## config.mk

```make
export PLATFORM = sky130hd
export DESIGN_NAME = mic_capture_sequencer
export DESIGN_NICKNAME = d
export VERILOG_FILES = /design/src/rtl/mic_capture_sequencer.sv
export SDC_FILE = /design/constraint.sdc
export NUM_CORES = 1
export LEC_CHECK = 0
export BUFFER_PORTS_ARGS = -buffer_cell sky130_fd_sc_hd__buf_2
export CAP_MARGIN = 20
export CORE_MARGIN = 2
export CORE_UTILIZATION = 37
export CTS_BUF_LIST = sky130_fd_sc_hd__clkbuf_16
export DETAILED_ROUTE_END_ITERATION = 10
export PLACE_DENSITY_LB_ADDON = 0.2
export SLEW_MARGIN = 0
export SYNTH_ARGS = -nofsm -noshare
export SYNTH_HDL_FRONTEND = slang
export SYNTH_SLANG_ARGS = --single-unit
```

## constraint.sdc

```tcl
create_clock -name clk -period 2.4 [get_ports clk]
set_input_delay 0.24 -clock clk [delete_from_list [all_inputs] [get_ports clk]]
set_output_delay 0.24 -clock clk [all_outputs]
set_load 0.02 [all_outputs]
```

## src/rtl/mic_capture_sequencer.sv

```systemverilog
// rtl/mic_capture_sequencer.sv - capture/readout sequencer for the mic sample stores feeding xcorr
// Optional capture watchdog enabled by defining MIC_SEQ_TIMEOUT_EN.
module mic_capture_sequencer #(
  parameter int          ADDR_W      = 10,
  parameter logic [23:0] TIMEOUT_CYC = 24'd5_000_000
) (
  input  logic              clk,
  input  logic              rst_n,
  input  logic              trig,
  input  logic              abort,
  input  logic              store_busy,
  input  logic              xcorr_ready,
  output logic              cap_start,
  output logic              rd_en,
  output logic [ADDR_W-1:0] rd_addr,
  output logic              rd_valid,
  output logic              rd_last,
  output logic              frame_done,
  output logic              busy,
  output logic [7:0]        frame_cnt,
  output logic              err
);

  typedef enum logic [2:0] {
    IDLE,
    ARM,
    CAPTURE,
    READ,
    DRAIN
  } state_t;

  localparam logic [ADDR_W-1:0] LAST_ADDR = '1;
  localparam logic [ADDR_W-1:0] ADDR_ONE  = {{(ADDR_W-1){1'b0}}, 1'b1};

  state_t            state;
  state_t            state_nxt;
  logic              start_nxt;
  logic              done_nxt;
  logic              last_nxt;
  logic              timeout_hit;
  logic [ADDR_W-1:0] addr_nxt;

`ifdef MIC_SEQ_TIMEOUT_EN
  logic [23:0] wdog;
  logic        err_q;

  // Fires on the TIMEOUT_CYC-th cycle spent waiting in ARM/CAPTURE.
  assign timeout_hit = ((state == ARM) || (state == CAPTURE)) &&
                       (wdog == (TIMEOUT_CYC - 24'd1));

  always_ff @(posedge clk) begin
    if (!rst_n) begin
      wdog  <= 24'd0;
      err_q <= 1'b0;
    end else begin
      if (start_nxt) begin
        wdog <= 24'd0;
      end else if ((state == ARM) || (state == CAPTURE)) begin
        wdog <= wdog + 24'd1;
      end

      if (start_nxt) begin
        err_q <= 1'b0;
      end else if (timeout_hit && !abort) begin
        err_q <= 1'b1;
      end
    end
  end

  assign err = err_q;
`else
  logic unused_timeout;

  assign unused_timeout = ^TIMEOUT_CYC;
  assign timeout_hit    = 1'b0;
  assign err            = 1'b0;
`endif

  always_ff @(posedge clk) begin
    if (!rst_n) begin
      state <= IDLE;
    end else begin
      state <= state_nxt;
    end
  end

  always_comb begin
    state_nxt = state;
    start_nxt = 1'b0;
    done_nxt  = 1'b0;
    rd_en     = 1'b0;
    addr_nxt  = rd_addr;

    case (state)
      IDLE: begin
        if (trig) begin
          state_nxt = ARM;
          start_nxt = 1'b1;
        end
      end
      ARM: begin
        if (timeout_hit) begin
          state_nxt = IDLE;
        end else if (store_busy) begin
          state_nxt = CAPTURE;
        end
      end
      CAPTURE: begin
        if (timeout_hit) begin
          state_nxt = IDLE;
        end else if (!store_busy) begin
          state_nxt = READ;
          addr_nxt  = '0;
        end
      end
      READ: begin
        rd_en = xcorr_ready;
        if (xcorr_ready) begin
          addr_nxt = rd_addr + ADDR_ONE;
          if (rd_addr == LAST_ADDR) begin
            state_nxt = DRAIN;
          end
        end
      end
      DRAIN: begin
        state_nxt = IDLE;
        done_nxt  = 1'b1;
      end
      default: begin
        state_nxt = IDLE;
      end
    endcase

    // Abort overrides everything, including a same-cycle trigger in IDLE.
    if (abort) begin
      state_nxt = IDLE;
      start_nxt = 1'b0;
      done_nxt  = 1'b0;
      rd_en     = 1'b0;
      addr_nxt  = '0;
    end
  end

  assign last_nxt = rd_en && (rd_addr == LAST_ADDR);
  assign busy     = (state != IDLE);

  // Store read latency is one cycle, so valid/last trail the enable by one register.
  always_ff @(posedge clk) begin
    if (!rst_n) begin
      cap_start  <= 1'b0;
      rd_addr    <= '0;
      rd_valid   <= 1'b0;
      rd_last    <= 1'b0;
      frame_done <= 1'b0;
      frame_cnt  <= 8'd0;
    end else begin
      cap_start  <= start_nxt;
      rd_addr    <= addr_nxt;
      rd_valid   <= rd_en;
      rd_last    <= last_nxt;
      frame_done <= done_nxt;
      if (done_nxt) begin
        frame_cnt <= frame_cnt + 8'd1;
      end
    end
  end

endmodule

```

-- Word-level counts from Yosys, hierarchy flattened
Index checks and enable logic that the tools add are counted.
- $add $sub $neg: 2
- equal/unequal tests: 10
- muxes and demuxes: 14
- bitwise gates (word level): 2
- reduce and logical (&&, ||, !) cells: 8
- operators by type and width (operator ; count):
    two-way mux 10 bit ; 2
    one-hot mux 10 bit (2 select lines) ; 1
    two-way mux 3 bit ; 5
    one-hot mux 3 bit (4 select lines) ; 1
    adder 10 x 1 -> 10 bit (second input constant) ; 1
    equality test 10 bit (second input constant) ; 1
    inequality test 2 bit (second input constant) ; 5
    adder 8 x 1 -> 8 bit (second input constant) ; 1
    equality test 3 x 2 -> 1 bit (second input constant) ; 2
    two-way mux 1 bit ; 5
    AND reduction 5 bit ; 1
    equality test 3 x 1 -> 1 bit (second input constant) ; 1
    equality test 3 bit (second input constant) ; 1
    logical NOT 3 bit ; 1
    AND reduction 3 bit ; 1
    nonzero test 3 bit ; 1
    OR reduction 3 bit ; 1
    inverter 1 bit ; 2
    nonzero test 2 bit ; 1
    OR reduction 2 bit ; 1
    logical AND 1 bit ; 1
- register bits: 25
- input port bits: 6
- output and inout port bits: 25
- word-level logic and storage cells: 43

-- Longest topological paths before layout
Gate-level depths: netlist of run 1.
- depth in word-level cells: 4
- gate-level depth with buffers: 5
- gate-level depth less buffers: 4

-- Least setup slack after synthesis of run 1
Ideal clock, no wire load.
- path type: register to register
- start: register rd_addr[3]
- end: register rd_addr[9]
- library setup time: 0.070 ns
- arrival: 1.383 ns
- data required time: 2.330 ns
- path slack: 0.947 ns
- stages on the path, launching flop included: 5
- path buffers: 0
- period minus slack after synthesis: 1.453 ns
- cells stage by stage: dfxtp_1 > and4_1 > nand4_1 > or3_1 > a21oi_1
- word-level cells in the longest chain between the ends: 3
- ends and longest elaborated chain (item ; RTL line ; text):
    start: declaration ; 15 ; output logic [ADDR_W-1:0] rd_addr,
    start signal: assignment ; 158 ; rd_addr <= addr_nxt;
    adder 10 x 1 -> 10 bit ; 119 ; addr_nxt = rd_addr + ADDR_ONE;
    two-way mux 10 bit ; 118 ; if (xcorr_ready) begin
    one-hot mux 10 bit (2 select lines) ; 94 ; case (state)
Every way passes these cells. The select of a mux whose other input is x is not followed.
A chain may end at the register's enable or synchronous reset.

-- Final worst setup path of run 1
- start: register state[0]
- end: output port rd_en
- word-level cells in the longest chain between the ends: 3
- ends and longest elaborated chain (item ; RTL line ; text):
    start: declaration ; 35 ; state_t state;
    start signal: assignment ; 83 ; state <= state_nxt;
    equality test 3 x 2 -> 1 bit ; 94 ;
    two-way mux 1 bit ; 94 ;
    two-way mux 1 bit ; 135 ; if (abort) begin
    end: declaration ; 14 ; output logic rd_en,
Every way passes these cells.

==> out/qor.yml, run 1 <==
ios: 31
hpwl_um: 1680
synth_area_um2: 1140
pwr-share-clk: 0.454
cp_cell_sequence: "and2_2, nand2_1, nor2_1, buf_2"
ys_seq_area_frac: 0.441
worstSetupPathType: "flip-flop to output port"
worst_setup_path_end_kind: "output port"
cts_made_buffers: 3
setup_viol: 0
status: "finished, final reports clean"
combPwrFrac: 0.036
top_usage_layer: "met2"
seqPwrFrac: 0.509
vdd_drop_max_uv: 263
grt_start_max_net_pins: 16
ant_nets: 0
post_dp_cell_area_um2: 1290
nNetsFinal: 160
seqCellArea_um2: 500
drt_pass1_iterations: 4
grt_usage: 0.136
syn_inst: 122
grt_pass1_vias: 813
rows: 20
cp_slowest_cell: "dfxtp_1"
period_needed_ns: 1.75
antenna_found_initial: 0
fill_cells: 288
synth_ff_type: "dfxtp_1"
wl_um: 2270
post_cts_resized: 0
synthesis.nets: 130
synth.top_cell.area_share: 0.441
die_x_um: 59.4
maxCapViolations: 0
worst_pin_slew_ns: 0.536
start_util: 0.382
synth_edf_count: 0
vias: 958
cts_htree_levels: 1
clock_latency_ns: 0.26
synth_area_leaders: "dfxtp_1 (44%), xnor2_1 (5.4%), a21oi_1 (4.4%), and2_1 (4.4%), o21ai_0 (4.4%)"
rsz0062_at_grt: "no"
p_leak_nw: 0.571
synth_area_leader_cell: "dfxtp_1"
maxSlewViolCount: 0
final_cell_mix: "buf_2 (29), dfxtp_1 (25), o21ai_0 (10), a21oi_1 (10)"
cts-root-buf: "clkbuf_16"
required_ns: 2.16
critPathLaunchType: "flip-flop"
slowest_delay_ns: 0.56
multi_input_area_um2: 591
post-route-period-util: 0.731
powerDensity_nw_per_um2: 603
fmax_mhz: 570
critical_path_peak_fanout: 12
finalHoldViolations: 0
intPower_w: 0.000654
drc: 0
cts_tree: "done"
syn_to_final_growth_pct: 20.7
ys_seq_elements: 25
drtIter0Drc: 19
die_area_um2: 3530
io_buffers: 29
critPathArrivalTime_ns: 1.51
clock-skew-final_ns: 0.00321
overflow: 0
whs_ns: 0.298
drive_gt1_frac: 0.272
via_per_inst: 5.21
layout_commonest_cell: "buf_2"
fp.dieH_um: 59.4
fin_tns_setup_ns: 0
grt_pass1_wl_um: 3640
core_area_um2: 2980
post_cts_buffers: 0
synthArstFlopShare: 0
syn_area_per_cell_um2: 9.31
clk_path_buf_depth: 2
sw_frac_of_total: 0.209
ys_warn_count: 0
cts_hold_buf: 0
switching_power_w: 0.000173
antenna_cells: 0
grt_use_met1: 0.178
clkTransAtPathRegs_ns: 0.06
gp_congestion: 0.775
grtUsageMet2: 0.212
grtUsageMet3: 0.0284
relSlewSlack: 0.641
wl_per_cell_um: 12.4
worstHoldPathType: "input pin to flip-flop"
cts.sinks: 25
synth_cell_types: 34
final_area_um2: 1370
Yosys cell counts (2+ instances only):
cell type	number
a21oi_1	10
a31oi_1	2
and2_1	8
and2_2	2
and3_1	2
and4_2	2
buf_6	2
dfxtp_1	25
ha_1	2
inv_1	3
nand2_1	5
nand3_1	3
nand4_1	5
nor2_1	8
o21ai_0	10
or3_1	7
xnor2_1	7
xor2_1	3
cell type report:
| type | instances | area share |
|---|---|---|
| Clock buffer | 3 | 0.0547 |
| Clock inverter | 1 | 0.00547 |
| Inverter | 3 | 0.00821 |
| Multi-Input combinational cell | 90 | 0.431 |
| Sequential cell | 25 | 0.365 |
| Tap cell | 33 | 0.0301 |
| Timing Repair Buffer | 29 | 0.106 |
layer usage:
metal  share of wire  vias up
li1                -      491
met1            0.47      452
met2            0.48       11
met3           0.029        4
met4           0.012        0
met5               0        -
path summary, 6_finish.rpt:
| check | startpoint | to | slack [ns] | cells past startpoint |
|---|---|---|---|---|
| min | rst_n | frame_cnt[6] | 0.30 | 2 |
| min reg2reg | rd_addr[5] | rd_addr[5] | 0.50 | 2 |
| max reg2reg | state[0] | rd_addr[9] | 0.74 | 4 |
| max | state[0] | rd_en | 0.65 | 4 |
cell families (layout without fill, tap and decap cells):
group	count (synthesis)	count (layout)	synth area share
and+or+nand+nor	49	49	0.269
adders and majority gates	2	2	0.0220
muxes	1	1	0.00881
xor gates and xnor gates	10	10	0.0771
buffers and inverters	7	36	0.0396
AOI/OAI and AO/OA	27	27	0.140
DFF	25	25	0.441
other	1	1	0.00330
worst max-delay path, delay by kind of cell, from the launching register on:
| family | cells | cell delay (ns) |
|---|---|---|
| buffers and inverters | 1 | 0.17 |
| DFF | 1 | 0.56 |
| and+or+nand+nor | 3 | 0.52 |
state kept, by name, summed over array words and instances (netlist names):
register and flops:
rd_valid 1, cap_start 1, rd_addr 10, frame_cnt 8
state 3, frame_done 1, rd_last 1
power by group through the flow:
stage	registers, W	clock network (W)	logic (W)
after global placement	0.000430	0	0.0000299
after CTS	0.000421	0.000385	0.0000303
after floorplan	0.000428	0	0.0000238
after global routing	0.000421	0.000402	0.0000332
after detailed placement	0.000430	0	0.0000301
final	0.000421	0.000376	0.0000300
stage by stage:
step / utilization / power [W] / setup slack [ns] / cells
6_report: 0.461 / 0.000827 / 0.646 / 184
5_1_grt: 0.461 / 0.000856 / 0.565 / 184
4_1_cts: 0.461 / 0.000837 / 0.643 / 184
3_5_place_dp: 0.433 / 0.000461 / 0.752 / 180
3_3_place_gp: 0.433 / 0.000460 / 0.818 / 180
2_1_floorplan: - / 0.000452 / 0.947 / 122
(Power assumes the default switching activity.)
==> inputs of run 2 (changes only) <==
Clock period 2.4 ns to 1.5 ns, I/O delays scaled along.
==> out/qor.yml, run 2 (synthesized netlist as in run 1, its figures left out) <==
critical_path_peak_fanout: 7
hpwl_um: 1770
path_depth: 4
top_regs: "rd_addr x10, frame_cnt x8, state x3"
grt_start_max_net_pins: 14
worstHoldPathType: "input pin to flip-flop"
grt_usage: 0.146
whs_ns: 0.213
period_needed_ns: 1.41
worst_setup_path_end_kind: "output port"
setup_viol: 0
post-route-period-util: 0.940
gp_congestion: 0.749
die_area_um2: 3530
ios: 31
rrSetupSlack_ns: 0.10
drive_gt1_frac: 0.350
final_cell_mix: "buf_2 (29), dfxtp_1 (21), o21ai_0 (10), a21oi_1 (10), buf_4 (9)"
cp_slowest_cell: "dfxtp_2"
grt_pass1_wl_um: 3910
start_util: 0.382
path_buf_inv: 1
drtIter0Drc: 16
clock_latency_ns: 0.26
r2r-end: "rd_addr[8]"
cts_hold_buf: 0
slowest_delay_ns: 0.35
die_x_um: 59.4
ant_nets: 0
final_area_um2: 1460
wl_per_cell_um: 12.5
final_cells: 193
finalHoldViolations: 0
cts-root-buf: "clkbuf_16"
drt_pass1_iterations: 4
fmax_mhz: 710
maxSlewViolCount: 0
fp.dieH_um: 59.4
post_dp_cell_area_um2: 1350
drc: 0
clkTransAtPathRegs_ns: 0.06
powerDensity_nw_per_um2: 901
placedCellCount: 188
cts_htree_levels: 1
vias: 1005
wl_um: 2420
vdd_drop_max_uv: 499
cts.sinks: 25
top_register: "rd_addr"
nNetsFinal: 169
clk_path_buf_depth: 2
syn_to_final_growth_pct: 28.6
rows: 20
antenna_found_initial: 0
core_area_um2: 2980
overflow: 0
required_ns: 1.35
critPathLaunchType: "flip-flop"
via_per_inst: 5.21
largest_reg_flops: 10
p_leak_nw: 0.628
layout_commonest_cell: "buf_2"
cts_made_buffers: 3
cp_cell_sequence: "and2b_4, nand2_2, nor2_1, buf_2"
antenna_cells: 0
crit_family: "simple AND/OR/NAND/NOR gates"
io_buffers: 29
fill_cells: 298
clock-skew-final_ns: 0.00320
worstSetupPathType: "flip-flop to output port"
grt_pass1_vias: 925
cts_tree: "done"
maxCapViolations: 0
cp-startpoint: "state[2]"
r2r_cells: 4
critPathArrivalTime_ns: 1.26
status: "finished, final reports clean"
r2r-start: "state[2]"
crit_end: "rd_en"
run 2: through the flow:
step	setup WS, ns	setup TNS, ns	power, W	util
detailed placement	0.00337	0	0.000743	0.453
CTS	0.0202	0	0.00133	0.480
global route	-0.000296	-0.000296	0.00137	0.491
finish	0.0906	0	0.00132	0.491
floorplan	0.0473	0	0.000723	-
global placement	0.0183	0	0.000742	0.453
run 2: repair_timing:
| action | 4_1_cts | 5_1_grt |
|---|---|---|
| buffers inserted | 0 | 1 |
| endpoints found under the setup margin | 3 | 11 |
| resized for setup | 2 | 9 |
| pin swaps | 0 | 2 |
| gates cloned | 0 | 0 |
run 2: where the power goes:
| group | total [W] | internal (W) | switching (W) |
|---|---|---|---|
| Clock | 0.000585 | 0.000356 | 0.000229 |
| Combinational | 0.0000604 | 0.0000231 | 0.0000373 |
| Sequential | 0.000672 | 0.000667 | 0.00000440 |
| Total | 0.00132 | 0.00105 | 0.000270 |
run 2: layout make-up:
class | instances | area, um^2 | share of cell area
repair buffers | 38 | 213 | 0.146
clock inverters | 1 | 3.75 | 0.00257
multi-input cells | 90 | 612 | 0.419
inverters | 3 | 11.3 | 0.00771
clock buffers | 3 | 75.1 | 0.0514
flip-flops and latches | 25 | 505 | 0.346
well taps | 33 | 41.3 | 0.0283
run 2: metal layers:
layer | part of all wire | global-route usage | vias up
met5 | 0 | 0 | -
li1 | - | - | 511
met4 | 0.022 | 0.0682 | 0
met3 | 0.037 | 0.0393 | 6
met1 | 0.46 | 0.189 | 471
met2 | 0.48 | 0.226 | 17
run 2: how the worst min path moves through the flow:
stage               startpoint            to  slack, ns  depth (start not counted)
floorplan                rst_n  frame_cnt[0]       0.27                          1
global placement         rst_n  frame_cnt[7]       0.48                          2
detailed placement       rst_n  frame_cnt[2]       0.49                          2
CTS                      rst_n  frame_cnt[2]       0.22                          2
global route             rst_n  frame_cnt[1]       0.24                          2
finish                   rst_n  frame_cnt[4]       0.21                          2
==> inputs of run 3 (changes only) <==
Settings changed: ABC_AREA set to 1, BUFFER_PORTS_ARGS -buffer_cell sky130_fd_sc_hd__buf_2 to -buffer_cell sky130_fd_sc_hd__buf_4.
==> out/qor.yml, run 3 <==
status: "finished, final reports clean"
die_x_um: 62.6
maxSlewViolCount: 0
finalHoldViolations: 0
clock-skew-final_ns: 0.00270
post_dp_cell_area_um2: 1560
fp.dieH_um: 62.6
powerDensity_nw_per_um2: 823
wl_um: 2610
setup_viol: 0
rows: 21
wl_per_cell_um: 10.1
cts_tree: "done"
final_area_um2: 1650
maxCapViolations: 0
syn_area_per_cell_um2: 7.17
period_needed_ns: 1.43
ys_seq_elements: 25
drc: 0
cts_htree_levels: 1
synth_most_common_cell: "nand2_1"
synth_area_um2: 1270
vdd_drop_max_uv: 490
vias: 1165
p_leak_nw: 0.832
placedCellCount: 255
top_regs: "rd_addr x10, frame_cnt x8, state x3"
grt_pass1_vias: 1108
synthArstFlopShare: 0
clk_path_buf_depth: 2
synth_area_leaders: "dfxtp_1 (39%), nand2_1 (12%), nor2_1 (10%), inv_1 (7.4%), nand3_1 (3.9%)"
via_per_inst: 4.50
worst_setup_path_end_kind: "output port"
synth_area_leader_cell: "dfxtp_1"
antenna_cells: 0
final_util: 0.500
rsz0062_at_grt: "yes"
synth.top_cell.area_share: 0.394
synth_edf_count: 0
fmax_mhz: 701
grt_usage: 0.146
syn_inst: 177
start_util: 0.383
nNetsFinal: 222
gp_congestion: 0.883
grt_pass1_wl_um: 4570
fin_ws_ns: 0.0735
ant_nets: 0
clock_latency_ns: 0.26
drive_gt1_frac: 0.244
post-route-period-util: 0.951
critical_path_peak_fanout: 7
required_ns: 1.35
post_cts_buffers: 0
core_area_um2: 3310
cts_made_buffers: 3
antenna_found_initial: 0
hpwl_um: 1960
ios: 31
grt_start_max_net_pins: 14
top_register: "rd_addr"
ys_warn_count: 0
synth_ff_type: "dfxtp_1"
overflow: 0
io_buffers: 29
place_ws_ns: 0.109
clkTransAtPathRegs_ns: 0.06
final_cells: 259
final_cell_mix: "nand2_1 (41), buf_4 (34), nor2_1 (33), inv_1 (26), dfxtp_1 (25)"
largest_reg_flops: 10
cts-root-buf: "clkbuf_16"
synth_cell_types: 27
layout_commonest_cell: "nand2_1"
die_area_um2: 3910
critPathLaunchType: "flip-flop"
drt_pass1_iterations: 4
worstSetupPathType: "flip-flop to output port"
syn_to_final_growth_pct: 30.4
worstHoldPathType: "input pin to flip-flop"
critPathArrivalTime_ns: 1.28
synth_common_cells: "nand2_1 (41), nor2_1 (34), dfxtp_1 (25), inv_1 (25), nand3_1 (10)"
cts.sinks: 25
synthesis.nets: 185
drtIter0Drc: 49
ys_seq_area_frac: 0.394
## run 3: kinds of logic (layout without fill, tap and decap cells)
logic type | Yosys count | count (layout) | synth area share
AOI/OAI and AO/OA | 11 | 11 | 0.0454
buffers and inverters | 28 | 64 | 0.0917
xor gates and xnor gates | 2 | 2 | 0.0138
adders and majority gates | 2 | 2 | 0.0197
other | 1 | 1 | 0.00296
DFF | 25 | 25 | 0.394
and+or+nand+nor | 108 | 108 | 0.432
## run 3: metrics by stage
stage	hold slack, ns	total power (W)	setup TNS, ns
3_3_place_gp	0.404	0.000789	0
3_5_place_dp	0.402	0.000789	0
4_1_cts	0.133	0.00137	0
5_1_grt	0.162	0.00141	-0.0303
2_1_floorplan	0.271	0.000757	0
6_report	0.138	0.00136	0
## run 3: cell type report
class                   instances  area, um^2
clock buffers                   3        75.1
clock inverters                 1        3.75
fillers                       353        1660
inverters                      26        97.6
multi-input cells             124         664
flip-flops and latches         25         500
well taps                      46        57.6
repair buffers                 34         255
## run 3: final timing paths
kind / slack, ns / cells past startpoint / start / to
max: 0.07 / 3 / state[0] / rd_en
min: 0.14 / 3 / rst_n / frame_cnt[4]
max reg2reg: 0.12 / 8 / state[0] / rd_addr[6]
min reg2reg: 0.51 / 2 / frame_cnt[1] / frame_cnt[1]
## run 3: per-layer routing
layer	vias to the layer above	wire length (um)	track usage
met5	-	0	0
li1	623	-	-
met2	24	1170	0.257
met3	5	128	0.0414
met1	513	1260	0.165
met4	0	46	0.0583
## run 3: repair_timing
item | CTS | global route
resized for setup | 0 | 3
hold buffers | 0 | 0
endpoints found under the setup margin | 0 | 7
## run 3: power breakdown
| part | internal, W | switching, W |
|---|---|---|
| Clock | 0.000356 | 0.000230 |
| Sequential | 0.000669 | 0.00000872 |
| Combinational | 0.0000370 | 0.0000599 |
| Total | 0.00106 | 0.000299 |
## run 3: worst max-delay path, stage by stage, from the launching register on
cell and delay (ns):
dfxtp_1 0.50, nand4_4 0.18, nor2_1 0.17, buf_4 0.16
